File: src/rtl/gpu_vram_pkg.sv
// Shared types for the VRAM write scheduler: commit targets, scheduler
// states and the queued write entry. The address width comes from the
// VRAM_ADDR_WIDTH macro (default 14 bits when the build does not set it).
`ifndef VRAM_ADDR_WIDTH
`define VRAM_ADDR_WIDTH 14
`endif

package gpu_vram_pkg;

    localparam int VRAM_AW = `VRAM_ADDR_WIDTH;

    typedef enum logic [2:0] {
        TGT_PMF  = 3'd0,
        TGT_PMB  = 3'd1,
        TGT_NTBL = 3'd2,
        TGT_OBM  = 3'd3,
        TGT_TXBL = 3'd4
    } vram_target_t;

    typedef enum logic [1:0] {
        ST_IDLE  = 2'd0,
        ST_DRAIN = 2'd1,
        ST_FLUSH = 2'd2
    } sched_state_t;

    typedef struct packed {
        logic [VRAM_AW-1:0] addr;
        logic [7:0]         data;
        vram_target_t       target;
    } vram_entry_t;

endpackage

File: src/rtl/vram_write_fifo.sv
// Synchronous FIFO holding pending VRAM writes. Pointers carry one extra
// MSB so full and empty are told apart; flush clears both pointers.
// Callers must not push when full or pop when empty.
module vram_write_fifo
    import gpu_vram_pkg::*;
#(
    parameter int DEPTH = 16,
    parameter int WIDTH = $bits(vram_entry_t)
) (
    input  logic                     clk,
    input  logic                     rst_n,
    input  logic                     flush,
    input  logic                     push,
    input  logic [WIDTH-1:0]         push_data,
    input  logic                     pop,
    output logic [WIDTH-1:0]         head,
    output logic                     full,
    output logic                     empty,
    output logic [$clog2(DEPTH):0]   count
);

    localparam int PW = $clog2(DEPTH);
    localparam logic [PW:0] PTR_ONE = {{PW{1'b0}}, 1'b1};

    logic [PW:0]      wr_ptr;
    logic [PW:0]      rd_ptr;
    logic [WIDTH-1:0] mem [DEPTH];

    // Pointer update; flush takes priority over any push or pop.
    always_ff @(posedge clk or negedge rst_n) begin
        if (!rst_n) begin
            wr_ptr <= '0;
            rd_ptr <= '0;
        end else if (flush) begin
            wr_ptr <= '0;
            rd_ptr <= '0;
        end else begin
            if (push) wr_ptr <= wr_ptr + PTR_ONE;
            if (pop)  rd_ptr <= rd_ptr + PTR_ONE;
        end
    end

    // Storage array; contents are meaningless until written, so no reset.
    always_ff @(posedge clk) begin
        if (push && !flush) mem[wr_ptr[PW-1:0]] <= push_data;
    end

    assign head  = mem[rd_ptr[PW-1:0]];
    assign empty = (wr_ptr == rd_ptr);
    assign full  = (wr_ptr[PW] != rd_ptr[PW]) && (wr_ptr[PW-1:0] == rd_ptr[PW-1:0]);
    assign count = wr_ptr - rd_ptr;

endmodule

File: src/rtl/vram_write_scheduler.sv
// Queues CPU VRAM writes and commits them in order, one per cycle, only
// while video timing reports the writable window. Sticky overflow flags
// dropped requests; drain_done pulses when the queue empties mid-window.
// Optional feature: define VRAM_WRITE_BYPASS_EN to let a request arriving
// into an empty queue during the window go straight to the commit registers.
module vram_write_scheduler
    import gpu_vram_pkg::*;
#(
    parameter int DEPTH      = 16,
    parameter int ADDR_WIDTH = `VRAM_ADDR_WIDTH
) (
    input  logic                      gpu_clk,
    input  logic                      rst_n,
    input  logic                      writable,
    input  logic                      wr_valid,
    output logic                      wr_ready,
    input  logic [ADDR_WIDTH-1:0]     wr_addr,
    input  logic [7:0]                wr_data,
    input  logic [2:0]                wr_target,
    input  logic                      flush,
    input  logic                      clr_overflow,
    output logic                      vram_we,
    output logic [ADDR_WIDTH-1:0]     vram_addr,
    output logic [7:0]                vram_data,
    output logic [2:0]                vram_target,
    output logic [$clog2(DEPTH):0]    level,
    output logic                      overflow,
    output logic                      drain_done
);

    localparam int LW = $clog2(DEPTH) + 1;
    localparam int EW = $bits(vram_entry_t);

    sched_state_t   state;
    sched_state_t   next_state;
    vram_entry_t    req_entry;
    vram_entry_t    head_entry;
    logic [EW-1:0]  head_bits;
    logic           fifo_full;
    logic           fifo_empty;
    logic [LW-1:0]  fifo_count;
    logic           accept;
    logic           drop;
    logic           bypass;
    logic           push;
    logic           pop;
    logic           done_next;
    logic           level_one;

    assign req_entry.addr   = wr_addr;
    assign req_entry.data   = wr_data;
    assign req_entry.target = vram_target_t'(wr_target);
    assign head_entry       = vram_entry_t'(head_bits);

    // Readiness depends only on occupancy; a same-cycle pop does not help.
    assign wr_ready  = !fifo_full;
    assign accept    = wr_valid && !fifo_full && !flush;
    assign drop      = wr_valid && fifo_full && !flush;
    assign level_one = (fifo_count == LW'(1));
    assign level     = fifo_count;

`ifdef VRAM_WRITE_BYPASS_EN
    assign bypass = accept && fifo_empty && writable &&
                    ((state == ST_IDLE) || (state == ST_DRAIN));
`else
    assign bypass = 1'b0;
`endif

    assign push = accept && !bypass;

    vram_write_fifo #(
        .DEPTH (DEPTH),
        .WIDTH (EW)
    ) u_fifo (
        .clk       (gpu_clk),
        .rst_n     (rst_n),
        .flush     (flush),
        .push      (push),
        .push_data (req_entry),
        .pop       (pop),
        .head      (head_bits),
        .full      (fifo_full),
        .empty     (fifo_empty),
        .count     (fifo_count)
    );

    // Scheduler state register.
    always_ff @(posedge gpu_clk or negedge rst_n) begin
        if (!rst_n) state <= ST_IDLE;
        else        state <= next_state;
    end

    // Next-state, pop and drain-complete decode; flush overrides everything.
    always_comb begin
        next_state = state;
        pop        = 1'b0;
        done_next  = 1'b0;
        case (state)
            ST_IDLE: begin
                if (writable && !fifo_empty) next_state = ST_DRAIN;
            end
            ST_DRAIN: begin
                if (!writable || fifo_empty) begin
                    next_state = ST_IDLE;
                end else begin
                    pop = 1'b1;
                    // Last entry leaves and nothing arrives behind it.
                    if (level_one && !push) begin
                        next_state = ST_IDLE;
                        done_next  = 1'b1;
                    end
                end
            end
            ST_FLUSH: next_state = ST_IDLE;
            default:  next_state = ST_IDLE;
        endcase
        if (flush) begin
            next_state = ST_FLUSH;
            pop        = 1'b0;
            done_next  = 1'b0;
        end
    end

    // Commit registers: strobe follows pop/bypass, payload holds otherwise.
    always_ff @(posedge gpu_clk or negedge rst_n) begin
        if (!rst_n) begin
            vram_we     <= 1'b0;
            vram_addr   <= '0;
            vram_data   <= '0;
            vram_target <= '0;
            drain_done  <= 1'b0;
        end else begin
            vram_we    <= pop || bypass;
            drain_done <= done_next;
            if (pop) begin
                vram_addr   <= head_entry.addr;
                vram_data   <= head_entry.data;
                vram_target <= head_entry.target;
            end else if (bypass) begin
                vram_addr   <= wr_addr;
                vram_data   <= wr_data;
                vram_target <= wr_target;
            end
        end
    end

    // Sticky overflow; a drop in the same cycle beats the clear.
    always_ff @(posedge gpu_clk or negedge rst_n) begin
        if (!rst_n)            overflow <= 1'b0;
        else if (drop)         overflow <= 1'b1;
        else if (clr_overflow) overflow <= 1'b0;
    end

endmodule

File: config.mk
export PLATFORM = sky130hd
export DESIGN_NAME = vram_write_scheduler
export DESIGN_NICKNAME = d
export VERILOG_FILES = /design/src/rtl/gpu_vram_pkg.sv /design/src/rtl/vram_write_fifo.sv /design/src/rtl/vram_write_scheduler.sv
export SDC_FILE = /design/constraint.sdc
export NUM_CORES = 1
export LEC_CHECK = 0
export CAP_MARGIN = 20
export CORE_MARGIN = 2
export CORE_UTILIZATION = 57
export DETAILED_ROUTE_END_ITERATION = 7
export GPL_TIMING_DRIVEN = 0
export HOLD_SLACK_MARGIN = 0.05
export PLACE_DENSITY = 0.82
export SYNTH_ARGS = -nofsm -noshare
export SYNTH_HDL_FRONTEND = slang
export SYNTH_SLANG_ARGS = --single-unit
File: constraint.sdc
create_clock -name gpu_clk -period 4.6 [get_ports gpu_clk]
set_input_delay 1.38 -clock gpu_clk [delete_from_list [all_inputs] [get_ports gpu_clk]]
set_output_delay 1.38 -clock gpu_clk [all_outputs]
set_load 0.05 [all_outputs]
==> reports/metrics.csv, run 1 <==
metric,value,unit
rsz0062_at_grt,no,
insertion_delay,540,ps
r2r_end,u_fifo.mem[0][14],
gp_congestion,0.849,
worstPathArrival,3130,ps
ff2ff_path_depth,9,
track_usage,26.2,%
ys_seq_area_share,76.4,%
io_pins,65,
power,0.00817,W
crit_start,u_fifo.rd_ptr[1],
synth-seq-cells,440,
wire_per_inst,28.7,µm
die_y,177,µm
cts_made_buffers,43,
synth_edf_count,400,
ir_drop,0.265,mV
grt_pass1_wl,58.9,mm
cpMaxStageDelayCell,dfrtp_1,
cellLeakagePower,6.39,nW
hold_viol,0,
die-area,31300,µm²
syn_area,17000,µm²
status,completed,
dp_hpwl,23.3,mm
rows,63,
ctsRootBufferMaster,clkbuf_16,
clockBufferDepth,3,
initial_core_util,57.6,%
dr.pass1.iters,5,
tns,0,ps
grt_max_degree,26,
cp_cell_sequence,buf_4 -> clkinv_2 -> clkbuf_2 -> ha_1 -> nand4_2 -> nand2b_1 -> clkdlybuf4s15_2,
max-cap-violations,0,
yosys_warnings,0,
clkSinkCount,440,
coreArea,29600,µm²
io_buffers,64,
max_stage_delay,600,ps
ant_nets,0,
drt_wl_total,39.8,mm
crit_type,reg -> out,
min_period_over_period,98.0,%
fmax,222,MHz
drc,0,
async_reset_ff_share,9.09,%
nets,1001,
finalMaxSlewViolations,0,
synth_ff_type,edfxtp_1,
cp_max_fo,10,
period_minus_slack,4510,ps
hold_class,reg -> reg,
fin_worst_skew,21.5,ps
overflow,0,
r2r-start,u_fifo.rd_ptr[1],
antenna_found_initial,0,
die_w,177,µm
worst_setup_path_start_kind,register,
cts-htree-levels,2,
via_per_inst,6.53,
relSlewSlack,29.8,%
synthToLayoutAreaGrowth,17.3,%
post-route-util,67.5,%
drive_above_1_share,22.7,%
worstMarginPinSlew,1050,ps
cts_tree,yes,
setup_viol,0,
endpoint,wr_ready,
synth.net_count,876,
avgSynthCellArea,20.4,µm²
detailroute.via_count,9030,
antennaDiodeCount,0,
cp-end-kind,output pin,
powerDensity,409,nW/µm²
clkTransAtPathRegs,70,ps
r2r_slack,580,ps
yosysUniqueCellTypes,38,
worstPathRequired,3220,ps
post_cts.repair.setup_buffers,0,
synthCells,835,
drtIter0Drc,1201,
grt_pass1_vias,9521,
[how the worst min path moves through the flow]
stage	startpoint	end	depth (start not counted)
floorplan	u_fifo.wr_ptr[1]	u_fifo.wr_ptr[1]	2
global placement	vram_target[0]	vram_target[0]	1
detailed placement	vram_data[0]	vram_data[0]	1
CTS	vram_data[0]	vram_data[0]	1
global route	vram_addr[9]	vram_addr[9]	1
finish	vram_data[0]	vram_data[0]	1
[cell families (layout without fill, tap and decap cells)]
logic type	Yosys count	count (layout)	synth area share [%]
simple gates	125	125	3.10
compound gates	68	68	2.91
fa+ha+maj	10	10	0.779
xor+xnor	10	10	0.559
buf+inv	56	214	1.45
mux	126	126	14.8
flops	440	440	76.4
[stage by stage]
stage,setup WS [ps],cell area [µm²],hold WS (ps),std cells
final,93.0,20000,506,1383
after global routing,14.3,20000,535,1383
after global placement,-1830,18200,488,1289
after CTS,24.5,20000,509,1384
after detailed placement,-202,18600,495,1307
after floorplan,519,17000,568,835
[layout make-up]
type	count	area, µm²
repair buffers	82	975
clock buffers	63	1230
clock inverters	15	135
multi-input cells	339	3870
plain buffers	43	204
flip-flops and latches	440	13000
inverters	11	42.5
well taps	390	488
fillers	1807	9600
[cells in the mapped netlist, types with 5 or more instances]
master	number	share of area, %
a21oi_1	5	0.15
a22o_1	25	1.3
a31oi_1	25	0.92
buf_1	9	0.20
buf_2	17	0.50
clkbuf_1	16	0.35
dfrtp_1	40	5.9
edfxtp_1	400	71
ha_1	9	0.66
inv_1	9	0.20
mux2i_1	26	1.5
mux4_2	100	13
nand2_1	83	1.8
nand2b_1	5	0.18
nor2_1	21	0.46
xnor2_1	5	0.26
[flip-flops by register name, indices dropped and copies added, names as in the netlist]
| signal | count |
|---|---|
| u_fifo.rd_ptr | 5 |
| overflow | 1 |
| vram_data | 8 |
| u_fifo.mem | 400 |
| state | 2 |
| vram_addr | 14 |
| vram_we | 1 |
| vram_target | 3 |
| u_fifo.wr_ptr | 5 |
| drain_done | 1 |
[what timing repair did]
item	4_1_cts	5_1_grt
hold buffers	0	0
resized for setup	11	0
endpoints found under the setup margin	4	2
[per-layer routing]
layer	wire length (µm)	GRT usage, %	vias up	part of all wire [%]
met5	0	0	-	0
met4	1460	11.2	0	3.7
li1	-	-	3645	-
met2	19800	42.7	617	50
met1	14800	35.4	4648	37
met3	3760	4.77	120	9.5
[placed cells by master (no fill, tap or decap), types with 5 or more instances in the layout]
| master | synthesis | routed |
|---|---|---|
| a21oi_1 | 5 | 5 |
| a22o_1 | 25 | 25 |
| a31oi_1 | 25 | 25 |
| buf_1 | 9 | 8 |
| buf_16 | 0 | 8 |
| buf_2 | 17 | 16 |
| buf_4 | 2 | 5 |
| buf_6 | 1 | 9 |
| clkbuf_1 | 16 | 28 |
| clkbuf_16 | 0 | 45 |
| clkdlybuf4s50_1 | 0 | 60 |
| clkinv_2 | 0 | 7 |
| dfrtp_1 | 40 | 40 |
| edfxtp_1 | 400 | 400 |
| ha_1 | 9 | 9 |
| inv_1 | 9 | 9 |
| mux2i_1 | 26 | 26 |
| mux4_2 | 100 | 100 |
| nand2_1 | 83 | 83 |
| nand2b_1 | 5 | 5 |
| nor2_1 | 21 | 9 |
| nor2_4 | 0 | 12 |
| xnor2_1 | 5 | 5 |
[where the power goes]
part / internal (W) / total (W) / leakage (nW) / switching (W)
sequential: 0.00441 / 0.00443 / 4.15 / 0.0000235
combinational: 0.000103 / 0.000300 / 1.57 / 0.000197
clock: 0.00198 / 0.00344 / 0.669 / 0.00146
[worst max-delay path: cells and delay by family, from the launching register on]
kind / cells / cell delay (ps)
fa+ha+maj: 1 / 400
flops: 1 / 600
buf+inv: 4 / 1110
simple gates: 2 / 470
(Power assumes the default switching activity.)
==> run 2, diff against run 1 <==
--- a/config.mk
+++ b/config.mk
@@ -6,7 +6,7 @@
 export NUM_CORES = 1
 export LEC_CHECK = 0
 export CAP_MARGIN = 20
-export CORE_MARGIN = 2
+export CORE_MARGIN = 5
 export CORE_UTILIZATION = 57
 export DETAILED_ROUTE_END_ITERATION = 7
 export GPL_TIMING_DRIVEN = 0
==> reports/metrics.csv, run 2 (synthesis gave the netlist of run 1 again) <==
metric,value,unit
status,completed,
initial_core_util,57.6,%
cp-end-kind,output pin,
worstPathRequired,3220,ps
hold_viol,0,
relSlewSlack,30.2,%
r2r-start,u_fifo.rd_ptr[1],
antennaDiodeCount,0,
layout_common_cells,"edfxtp_1 (400), mux4_2 (100), nand2_1 (83)",
detailroute.via_count,9078,
dp_hpwl,23.5,mm
drt_wl_total,40.0,mm
gp_congestion,0.820,
cp_cell_sequence,buf_4 -> clkinv_2 -> clkbuf_4 -> ha_1 -> nand4_2 -> nand2b_1 -> clkdlybuf4s15_2,
worst_setup_path_start_kind,register,
drc,0,
rsz0062_at_grt,no,
insertion_delay,540,ps
post_cts.repair.setup_buffers,0,
crit_buf_inv,4,
wire_per_inst,28.9,µm
n_fill_cell,1760,
track_usage,24.3,%
setup_viol,0,
period_minus_slack,4440,ps
clkTransAtPathRegs,60,ps
fin_worst_skew,16.5,ps
hold_buffers,0,
r2r_end,u_fifo.mem[2][9],
grt_pass1_vias,9474,
ir_drop,0.341,mV
timing.hold.ws,502,ps
largest_reg_flops,400,
tns,0,ps
worstPathArrival,3060,ps
r2r_slack,720,ps
ant_nets,0,
clkSinkCount,440,
hold_class,reg -> reg,
die-area,33400,µm²
io_pins,65,
drtIter0Drc,1363,
max-cap-violations,0,
crit_type,reg -> out,
ff2ff_path_depth,9,
cpMaxStageDelayCell,dfrtp_1,
via_per_inst,6.56,
die_y,183,µm
clockBufferDepth,3,
drive_above_1_share,23.5,%
coreArea,29600,µm²
cts_resized,11,
cts_tree,yes,
crit_start,u_fifo.rd_ptr[1],
antenna_found_initial,0,
cellLeakagePower,6.43,nW
ctsRootBufferMaster,clkbuf_16,
final_common_cell,edfxtp_1,
io_buffers,64,
rows,63,
overflow,0,
fmax,225,MHz
worstMarginPinSlew,1040,ps
dr.pass1.iters,5,
die_w,183,µm
endpoint,wr_ready,
min_period_over_period,96.5,%
grt_pass1_wl,60.0,mm
max_stage_delay,570,ps
nets,1000,
grt_max_degree,26,
power,0.00826,W
finalMaxSlewViolations,0,
synthToLayoutAreaGrowth,17.6,%
path_delay_family,buffers and inverters,
path_depth,7,
cts-htree-levels,2,
cp_max_fo,10,
cts_made_buffers,43,
powerDensity,413,nW/µm²
[run 2: worst min-delay path by stage]
stage / start / endpoint / slack [ps] / cells after the start
finish: vram_addr[12] / vram_addr[12] / 500 / 1
global route: vram_target[1] / vram_target[1] / 530 / 1
CTS: vram_target[0] / vram_target[0] / 510 / 1
detailed placement: vram_target[0] / vram_target[0] / 490 / 1
global placement: vram_target[0] / vram_target[0] / 490 / 1
floorplan: u_fifo.wr_ptr[1] / u_fifo.wr_ptr[1] / 570 / 2
[run 2: per-stage QoR]
stage | utilization (%) | worst slack (ps) | instances | area, µm²
2_1_floorplan | - | 519 | 835 | 17000
3_3_place_gp | 61.4 | -1920 | 1289 | 18200
3_5_place_dp | 62.8 | -265 | 1306 | 18600
4_1_cts | 67.7 | 57.6 | 1384 | 20000
5_1_grt | 67.7 | 37.7 | 1383 | 20000
6_report | 67.7 | 162 | 1383 | 20000
[run 2: power by group]
part	leakage, nW	switching [W]	internal (W)
clock	0.718	0.00145	0.00208
combinational	1.56	0.000194	0.000101
sequential	4.15	0.0000228	0.00441
total	6.43	0.00167	0.00659
[run 2: cell type report]
| cell class | instances | area [µm²] | share of cell area (%) |
|---|---|---|---|
| clock inverter | 22 | 229 | 1.14 |
| clock buffer | 57 | 1210 | 6.05 |
| tap | 390 | 488 | 2.44 |
| inverter | 11 | 42.5 | 0.213 |
| buffer | 43 | 206 | 1.03 |
| multi-input combinational | 339 | 3870 | 19.4 |
| sequential | 440 | 13000 | 65.0 |
| timing repair buffer | 81 | 948 | 4.74 |
[run 2: per-layer routing]
layer  wire [µm]  track usage, %  vias up  part of all wire, %
met3        3910            4.70      100                  9.8
li1            -               -     3641                    -
met4        1130            7.36        2                  2.8
met1       14900            33.6     4724                   37
met2       20000            40.0      611                   50
met5          57            1.14        -                 0.14
[run 2: worst reg2reg max path, cell delays in order, from the launching register on]
cell and delay (ps):
dfrtp_1 570, buf_4 280, clkinv_2 180, clkbuf_4 270, ha_1 360, nand4_2 210, o21ba_2 230, nand2_1 250
nor3_2 860, buf_4 360
